`src/rtl/decoder_scan_nx2n_pkg.sv`:
```
// Shared types and helpers for the N-to-2^N scan decoder.
// Holds the FSM state type, the mode encodings and the one-hot helper.
// The one-hot helper covers select codes up to 8 bits wide, so N <= 8.
package decoder_scan_pkg;

    typedef enum logic [1:0] {
        IDLE   = 2'd0,
        DIRECT = 2'd1,
        SCAN   = 2'd2
    } state_e;

    localparam logic MODE_DIRECT = 1'b0;
    localparam logic MODE_SCAN   = 1'b1;

    localparam int ONEHOT_IDX_W = 8;
    localparam int ONEHOT_W     = 256;

    // Returns a vector with only bit idx_i set; callers size-cast it to their width.
    function automatic logic [ONEHOT_W-1:0] onehot(input logic [ONEHOT_IDX_W-1:0] idx_i);
        logic [ONEHOT_W-1:0] vec;
        vec = {{(ONEHOT_W-1){1'b0}}, 1'b1} << idx_i;
        return vec;
    endfunction

endpackage

```
`src/rtl/decoder_scan_nx2n_if.sv`:
```
// Select/output bundle of the scan decoder.
// The master side drives the select and the scan controls; the slave side is the decoder.
interface decoder_scan_nx2n_if #(
    parameter int N      = 3,
    parameter int HOLD_W = 8
);
    logic                en;
    logic                mode;
    logic                sel_valid;
    logic                sel_ready;
    logic [N-1:0]        sel;
    logic [HOLD_W-1:0]   hold;
    logic [(1<<N)-1:0]   y;
    logic [N-1:0]        idx;
    logic                y_valid;
    logic                wrap;

    modport master (
        output en, mode, sel_valid, sel, hold,
        input  sel_ready, y, idx, y_valid, wrap
    );

    modport slave (
        input  en, mode, sel_valid, sel, hold,
        output sel_ready, y, idx, y_valid, wrap
    );
endinterface

```
`src/rtl/decoder_scan_nx2n_dwell_cnt.sv`:
```
// Dwell counter for the scan mode of decoder_scan_nx2n.
// Captures max(hold,1) on scan entry and pulses step on the last cycle
// of each line's dwell, so every line stays active for hold_q cycles.
module dec_dwell_cnt #(
    parameter int HOLD_W = 8
) (
    input  logic              clk,
    input  logic              rst,
    input  logic              load,
    input  logic              run,
    input  logic [HOLD_W-1:0] hold,
    output logic              step
);

    logic [HOLD_W-1:0] hold_q_r;
    logic [HOLD_W-1:0] cnt_r;

    // Last cycle of the current dwell; hold_q_r is never zero so the subtraction cannot wrap.
    assign step = run & (cnt_r == (hold_q_r - HOLD_W'(1'b1)));

    // Dwell register and count: reload on scan entry, restart after each step.
    always_ff @(posedge clk) begin
        if (rst) begin
            cnt_r    <= {HOLD_W{1'b0}};
            hold_q_r <= HOLD_W'(1'b1);
        end else if (load) begin
            cnt_r    <= {HOLD_W{1'b0}};
            hold_q_r <= (hold == {HOLD_W{1'b0}}) ? HOLD_W'(1'b1) : hold;
        end else if (step) begin
            cnt_r    <= {HOLD_W{1'b0}};
        end else if (run) begin
            cnt_r    <= cnt_r + HOLD_W'(1'b1);
        end else begin
            cnt_r    <= cnt_r;
        end
    end

endmodule

```
`src/rtl/decoder_scan_nx2n.sv`:
```
// Registered N-to-2^N one-hot decoder with direct select and auto-scan modes.
// Direct mode decodes each accepted select code one cycle later; scan mode
// walks the active line through all 2^N outputs with a programmable dwell.
// Optional build macro DEC_INV_OUT_EN drives y active-low (idle value all ones).
module decoder_scan_nx2n
    import decoder_scan_pkg::*;
#(
    parameter int N      = 3,
    parameter int HOLD_W = 8
) (
    input  logic                clk,
    input  logic                rst,
    decoder_scan_nx2n_if.slave  bus
);

    localparam int W = 1 << N;

`ifdef DEC_INV_OUT_EN
    localparam logic [W-1:0] Y_OFF = {W{1'b1}};
`else
    localparam logic [W-1:0] Y_OFF = {W{1'b0}};
`endif

    state_e         state_r;
    state_e         state_next_s;
    logic [N-1:0]   idx_r;
    logic [N-1:0]   idx_next_s;
    logic           y_valid_r;
    logic           y_valid_next_s;
    logic           wrap_r;
    logic           wrap_next_s;
    logic [W-1:0]   y_r;
    logic [W-1:0]   y_next_s;
    logic [W-1:0]   onehot_s;
    logic           load_s;
    logic           step_s;

    assign bus.sel_ready = bus.en & (bus.mode == MODE_DIRECT);
    assign bus.y         = y_r;
    assign bus.idx       = idx_r;
    assign bus.y_valid   = y_valid_r;
    assign bus.wrap      = wrap_r;

    dec_dwell_cnt #(.HOLD_W(HOLD_W)) u_dwell (
        .clk  (clk),
        .rst  (rst),
        .load (load_s),
        .run  (state_r == SCAN),
        .hold (bus.hold),
        .step (step_s)
    );

    // Next state and next output values; en low dominates, then mode, then select.
    always_comb begin
        state_next_s   = state_r;
        idx_next_s     = idx_r;
        y_valid_next_s = y_valid_r;
        wrap_next_s    = 1'b0;
        load_s         = 1'b0;
        if (!bus.en) begin
            state_next_s   = IDLE;
            y_valid_next_s = 1'b0;
        end else if (bus.mode == MODE_SCAN) begin
            if (state_r == SCAN) begin
                if (step_s) begin
                    idx_next_s  = idx_r + N'(1'b1);
                    wrap_next_s = (idx_r == {N{1'b1}});
                end else begin
                    idx_next_s  = idx_r;
                end
            end else begin
                state_next_s   = SCAN;
                idx_next_s     = {N{1'b0}};
                y_valid_next_s = 1'b1;
                load_s         = 1'b1;
            end
        end else begin
            if (bus.sel_valid) begin
                state_next_s   = DIRECT;
                idx_next_s     = bus.sel;
                y_valid_next_s = 1'b1;
            end else if (state_r == SCAN) begin
                state_next_s   = IDLE;
                y_valid_next_s = 1'b0;
            end else begin
                state_next_s   = state_r;
            end
        end
    end

    // Output line pattern derived from the next index so y tracks idx in the same cycle.
    always_comb begin
        onehot_s = W'(onehot(ONEHOT_IDX_W'(idx_next_s)));
        if (y_valid_next_s) begin
`ifdef DEC_INV_OUT_EN
            y_next_s = ~onehot_s;
`else
            y_next_s = onehot_s;
`endif
        end else begin
            y_next_s = Y_OFF;
        end
    end

    // State and output registers.
    always_ff @(posedge clk) begin
        if (rst) begin
            state_r   <= IDLE;
            idx_r     <= {N{1'b0}};
            y_valid_r <= 1'b0;
            wrap_r    <= 1'b0;
            y_r       <= Y_OFF;
        end else begin
            state_r   <= state_next_s;
            idx_r     <= idx_next_s;
            y_valid_r <= y_valid_next_s;
            wrap_r    <= wrap_next_s;
            y_r       <= y_next_s;
        end
    end

endmodule

```
`src/flat_wrapper.sv`:
```
// flat-port wrapper written by rule: the top's interface ports become plain ports
module decoder_scan_nx2n_flat import decoder_scan_pkg::*;
#(
    parameter int N      = 3,
    parameter int HOLD_W = 8
)
  (clk, rst, bus_en, bus_mode, bus_sel_valid, bus_sel, bus_hold, bus_sel_ready, bus_y, bus_idx, bus_y_valid, bus_wrap);
  decoder_scan_nx2n_if #(.N(N), .HOLD_W(HOLD_W)) bus_i ();
  input  logic clk;
  input  logic rst;
  input wire logic [$bits(bus_i.en)-1:0] bus_en;
  input wire logic [$bits(bus_i.mode)-1:0] bus_mode;
  input wire logic [$bits(bus_i.sel_valid)-1:0] bus_sel_valid;
  input wire logic [$bits(bus_i.sel)-1:0] bus_sel;
  input wire logic [$bits(bus_i.hold)-1:0] bus_hold;
  output wire logic [$bits(bus_i.sel_ready)-1:0] bus_sel_ready;
  output wire logic [$bits(bus_i.y)-1:0] bus_y;
  output wire logic [$bits(bus_i.idx)-1:0] bus_idx;
  output wire logic [$bits(bus_i.y_valid)-1:0] bus_y_valid;
  output wire logic [$bits(bus_i.wrap)-1:0] bus_wrap;
  assign bus_i.en = bus_en;
  assign bus_i.mode = bus_mode;
  assign bus_i.sel_valid = bus_sel_valid;
  assign bus_i.sel = bus_sel;
  assign bus_i.hold = bus_hold;
  assign bus_sel_ready = bus_i.sel_ready;
  assign bus_y = bus_i.y;
  assign bus_idx = bus_i.idx;
  assign bus_y_valid = bus_i.y_valid;
  assign bus_wrap = bus_i.wrap;
  decoder_scan_nx2n #(.N(N), .HOLD_W(HOLD_W)) u_core (.clk(clk), .rst(rst), .bus(bus_i));
endmodule
```
`config.mk`:
```
export PLATFORM = sky130hd
export DESIGN_NAME = decoder_scan_nx2n_flat
export DESIGN_NICKNAME = d
export VERILOG_FILES = /design/src/rtl/decoder_scan_nx2n_pkg.sv /design/src/rtl/decoder_scan_nx2n_if.sv /design/src/rtl/decoder_scan_nx2n_dwell_cnt.sv /design/src/rtl/decoder_scan_nx2n.sv /design/src/flat_wrapper.sv
export SDC_FILE = /design/constraint.sdc
export NUM_CORES = 1
export LEC_CHECK = 0
export ABC_AREA = 1
export BUFFER_PORTS_ARGS = -buffer_cell sky130_fd_sc_hd__clkbuf_2
export CAP_MARGIN = 30
export CORE_AREA = 2 2 67 69
export DETAILED_ROUTE_END_ITERATION = 8
export DIE_AREA = 0 0 69 71
export HOLD_SLACK_MARGIN = 0.15
export SETUP_SLACK_MARGIN = 0.3
export SLEW_MARGIN = 20
export SYNTH_ARGS = -nofsm -noshare
export SYNTH_HDL_FRONTEND = slang
export SYNTH_SLANG_ARGS = --single-unit
```
`constraint.sdc`:
```
create_clock -name clk -period 1.77 [get_ports clk]
set_input_delay 0.354 -clock clk [delete_from_list [all_inputs] [get_ports clk]]
set_output_delay 0.354 -clock clk [all_outputs]
set_load 0.05 [all_outputs]
```
==> impl_results.md <==
- Post-synth top cells: 46 x nand2_1, 40 x nor2_1, 31 x dfxtp_1
- CP required: 2000 ps
- Largest net degree at the start of global routing: 13
- Final min period: 1810 ps
- Reg2reg end: u_core.bus.idx[2]$_SDFF_PP0_
- Pwr Density: approximately 840 nW/um^2
- Starting Density: 37.7%
- Run status: finished with violations
- Unrepaired setup endpoints after global routing: yes
- Die Ht: slightly above 70 um
- Sequential-to-total area share from yosys stat: between 30% and 40%
- GRT Util Overall: approximately 16%
- I/O Pins: 30
- Worst Setup EP: u_core.bus.idx[2]$_SDFF_PP0_
- Setup violations, final: 9
- Fin. Hold Viols: 0
- Critical Path End Type: flip-flop
- RePlAce Congestion: between 0.8 and 0.9
- Asr flop ratio synth: 0%
- Hold-fix buffers at CTS: 0
- Initial antenna violation count: 0
- Clock sink count: 31
- Share of cells above drive strength 1: between 30% and 40%
- Setup WS pre-CTS: -84.4 ps
- Routed Antenna Nets: 0
- Synthesized cell area: about 1600 um^2
- EDFF count, synth: 0
- Highest metal used: met4
- Delay-heaviest family, CP: simple AND/OR/NAND/NOR gates
- Vias per cell: 4.74
- Met3 WL: roughly 110 um
- Hold WS: slightly above 300 ps
- FP Rows: 24
- Critical path startpoint category: flip-flop
- CTS Buf Count: 5
- Syn Area/Cell: ~7.0 um^2
- PortBufs: 29
- Core area: between 4000 and 5000 um^2
- Met2 routed WL: between 1500 and 2000 um
- Maxcap violations: 0
- Fin crit share: 102%
- Count leader, synth: nand2_1
- Reg2reg setup slack: -40 ps
- Via count: between 1500 and 2000
- Post-placement cell count: between 300 and 400
- Diode count: 0
- DR DRC count: 0
- Worst-margin pin slew: 576 ps
- Worst path most repeated cell: nand2_2
- Nets@finish: 293
- Area contributors post-synth: dfxtp_1 39%, nand2_1 11%, nor2_1 9.5%, inv_1 5.9%, nand3_1 4.7%
- CP max-delay cell: dfxtp_2
- Pleak: 0.000946 uW
- Yosys cell types: 29
- Via count of the first global-routing pass: between 1000 and 1500
- CP bufs+invs: 2
- Final Skew: ~5 ps
- Slew Limit Fails: 0
- Final Non-Filler Cells: around 330
- Synthesized instance count: between 200 and 250
- Seq cells post-synth: 31
- First-pass GRT wire length: between 6000 and 7000 um
- Primary FF master, synth: dfxtp_1
- Initial drt markers: 85
- Die width: approximately 70 um
- Max Clock Freq: 552 MHz
- Synth-to-layout area growth: 35.3%
- Setup CP Type: flip-flop to flip-flop
- Violated checks: negative setup slack
- Detailed placement HPWL: 2850 um
- Crit path launch: u_core.u_dwell.hold_q_r[1]$_SDFFE_PP0P_
- Worst hold path type: input port to flip-flop
- H-Tree Depth: 2
- DRT met1 WL: roughly 1800 um
- # fillers: 424
- CP Cell Sequence: inv_2 > ha_4 > or2_4 > nand3_2 > nor2_2 > nand2_2 > nor2_4 > nand3_4 > nand2_1 > nand3_1 > nand2_2 > nand2_2 > buf_4 > nor2_1
- Worst vdd rail ir drop: about 0.47 mV
- Area leader, netlist: dfxtp_1
- DR WL/cell: between 10 and 15 um
- Clock root buffer: clkbuf_8
- Reg clk slew, reported paths: ~70 ps
- Final worst slack: -40.9 ps
- Clk_lat worst skew: 290 ps
- Clk buf depth: 2
- First drt pass iteration count: 4
- Slowest cell delay on critical path: ~350 ps
- WP depth: 14
- Synthesis Warnings: 0
- Remaining Overflow, GRT: 0
- Worst R2R Start: u_core.u_dwell.hold_q_r[1]$_SDFFE_PP0P_
- Data arrival at the endpoint of the critical path: between 2000 and 2500 ps
- CP Max Fanout: 5
- Slew HR: between 60 and 70%
- Die area: about 4900 um^2
- WL final: ~3800 um
- R2R cell count: 14
- CTS tree: built
- Syn nets: roughly 250
- Area share of the largest cell type after synthesis: roughly two fifths
==> power by group <==
group          internal (uW)  leakage [uW]  switching (uW)
combinational            119      0.000632             202
sequential               724      0.000253            24.7
clock                    455     0.0000612             269
==> cell families after synthesis <==
group | synth area share [%]
compound gates | 10.0
flops | 39.2
fa+ha+maj | 3.16
buf+inv | 7.11
xor+xnor | 4.42
simple gates | 36.1
==> final cells by class <==
class	count	area, um^2	area share, %
inverter	28	108	5.02
tap	52	65.1	3.04
multi-input combinational	165	975	45.5
timing repair buffer	42	253	11.8
sequential	31	626	29.2
clock inverter	2	35.0	1.63
clock buffer	6	82.6	3.85
==> state kept, by name, summed over array words and instances (netlist names) <==
signal and cells:
u_core.u_dwell.hold_q_r 8, u_core.bus.y 8, u_core.bus.idx 3, u_core.bus.y_valid 1, u_core.u_dwell.cnt_r 8, u_core.bus.wrap 1
u_core.state_r 2
==> metrics by stage <==
stage	utilization, %	total power (uW)	instance area [um^2]	setup TNS, ps
4_1_cts	49.7	1790	2090	-471
6_report	51.0	1790	2140	-310
2_1_floorplan	-	962	1620	0
3_5_place_dp	45.3	1050	1910	-468
5_1_grt	51.0	1870	2140	-2050
3_3_place_gp	45.3	1050	1910	-75.8
==> layer usage <==
metal  track usage, %  up-vias
met5                0        -
met4             7.19        0
met2             25.5       22
met3             3.85        6
met1             20.0      692
li1                 -      826
==> layout by cell type, fill, tap and decap left out, types with 2 or more instances in the layout <==
cell      instances
nand4_1           5
nand2_2          12
buf_6             2
xor2_1            5
nor3_1            3
o21ai_1           2
nand2_1          36
nor2_4            3
nor3_2            2
inv_2             3
dfxtp_1          27
nor2_1           38
dfxtp_2           4
inv_1            24
nand3_2           3
a21oi_2           2
ha_1              3
nand3_1          10
nand3b_1          2
xnor2_1           3
a21oi_1           7
a311oi_1          3
o21ai_0          10
nor3b_2           2
nand3_4           3
nor2_2            4
buf_4            11
clkbuf_2         28
clkbuf_8          6
==> repair_timing <==
action / CTS / global route
setup buffers: 2 / 0
setup endpoints to repair: 20 / 21
gates resized for setup: 12 / 16
gates cloned: 0 / 0
pin swaps: 4 / 6
==> worst min-delay path by stage <==
stage	cells past startpoint	slack, ps	endpoint	start
2_1_floorplan	1	410	u_core.bus.idx[0]$_SDFF_PP0_	rst
3_3_place_gp	2	480	u_core.state_r[1]$_SDFFE_PP0P_	u_core.state_r[1]$_SDFFE_PP0P_
3_5_place_dp	2	480	u_core.state_r[1]$_SDFFE_PP0P_	u_core.state_r[1]$_SDFFE_PP0P_
4_1_cts	3	300	u_core.u_dwell.hold_q_r[1]$_SDFFE_PP0P_	bus_hold[1]
5_1_grt	2	310	u_core.bus.idx[0]$_SDFF_PP0_	rst
6_report	3	310	u_core.u_dwell.hold_q_r[1]$_SDFFE_PP0P_	bus_hold[1]
==> worst min-delay path: stages <==
cell,delay [ps]
clkbuf_2,80
inv_1,60
a21oi_1,60
No activity file was read; power rests on OpenSTA's default activity.
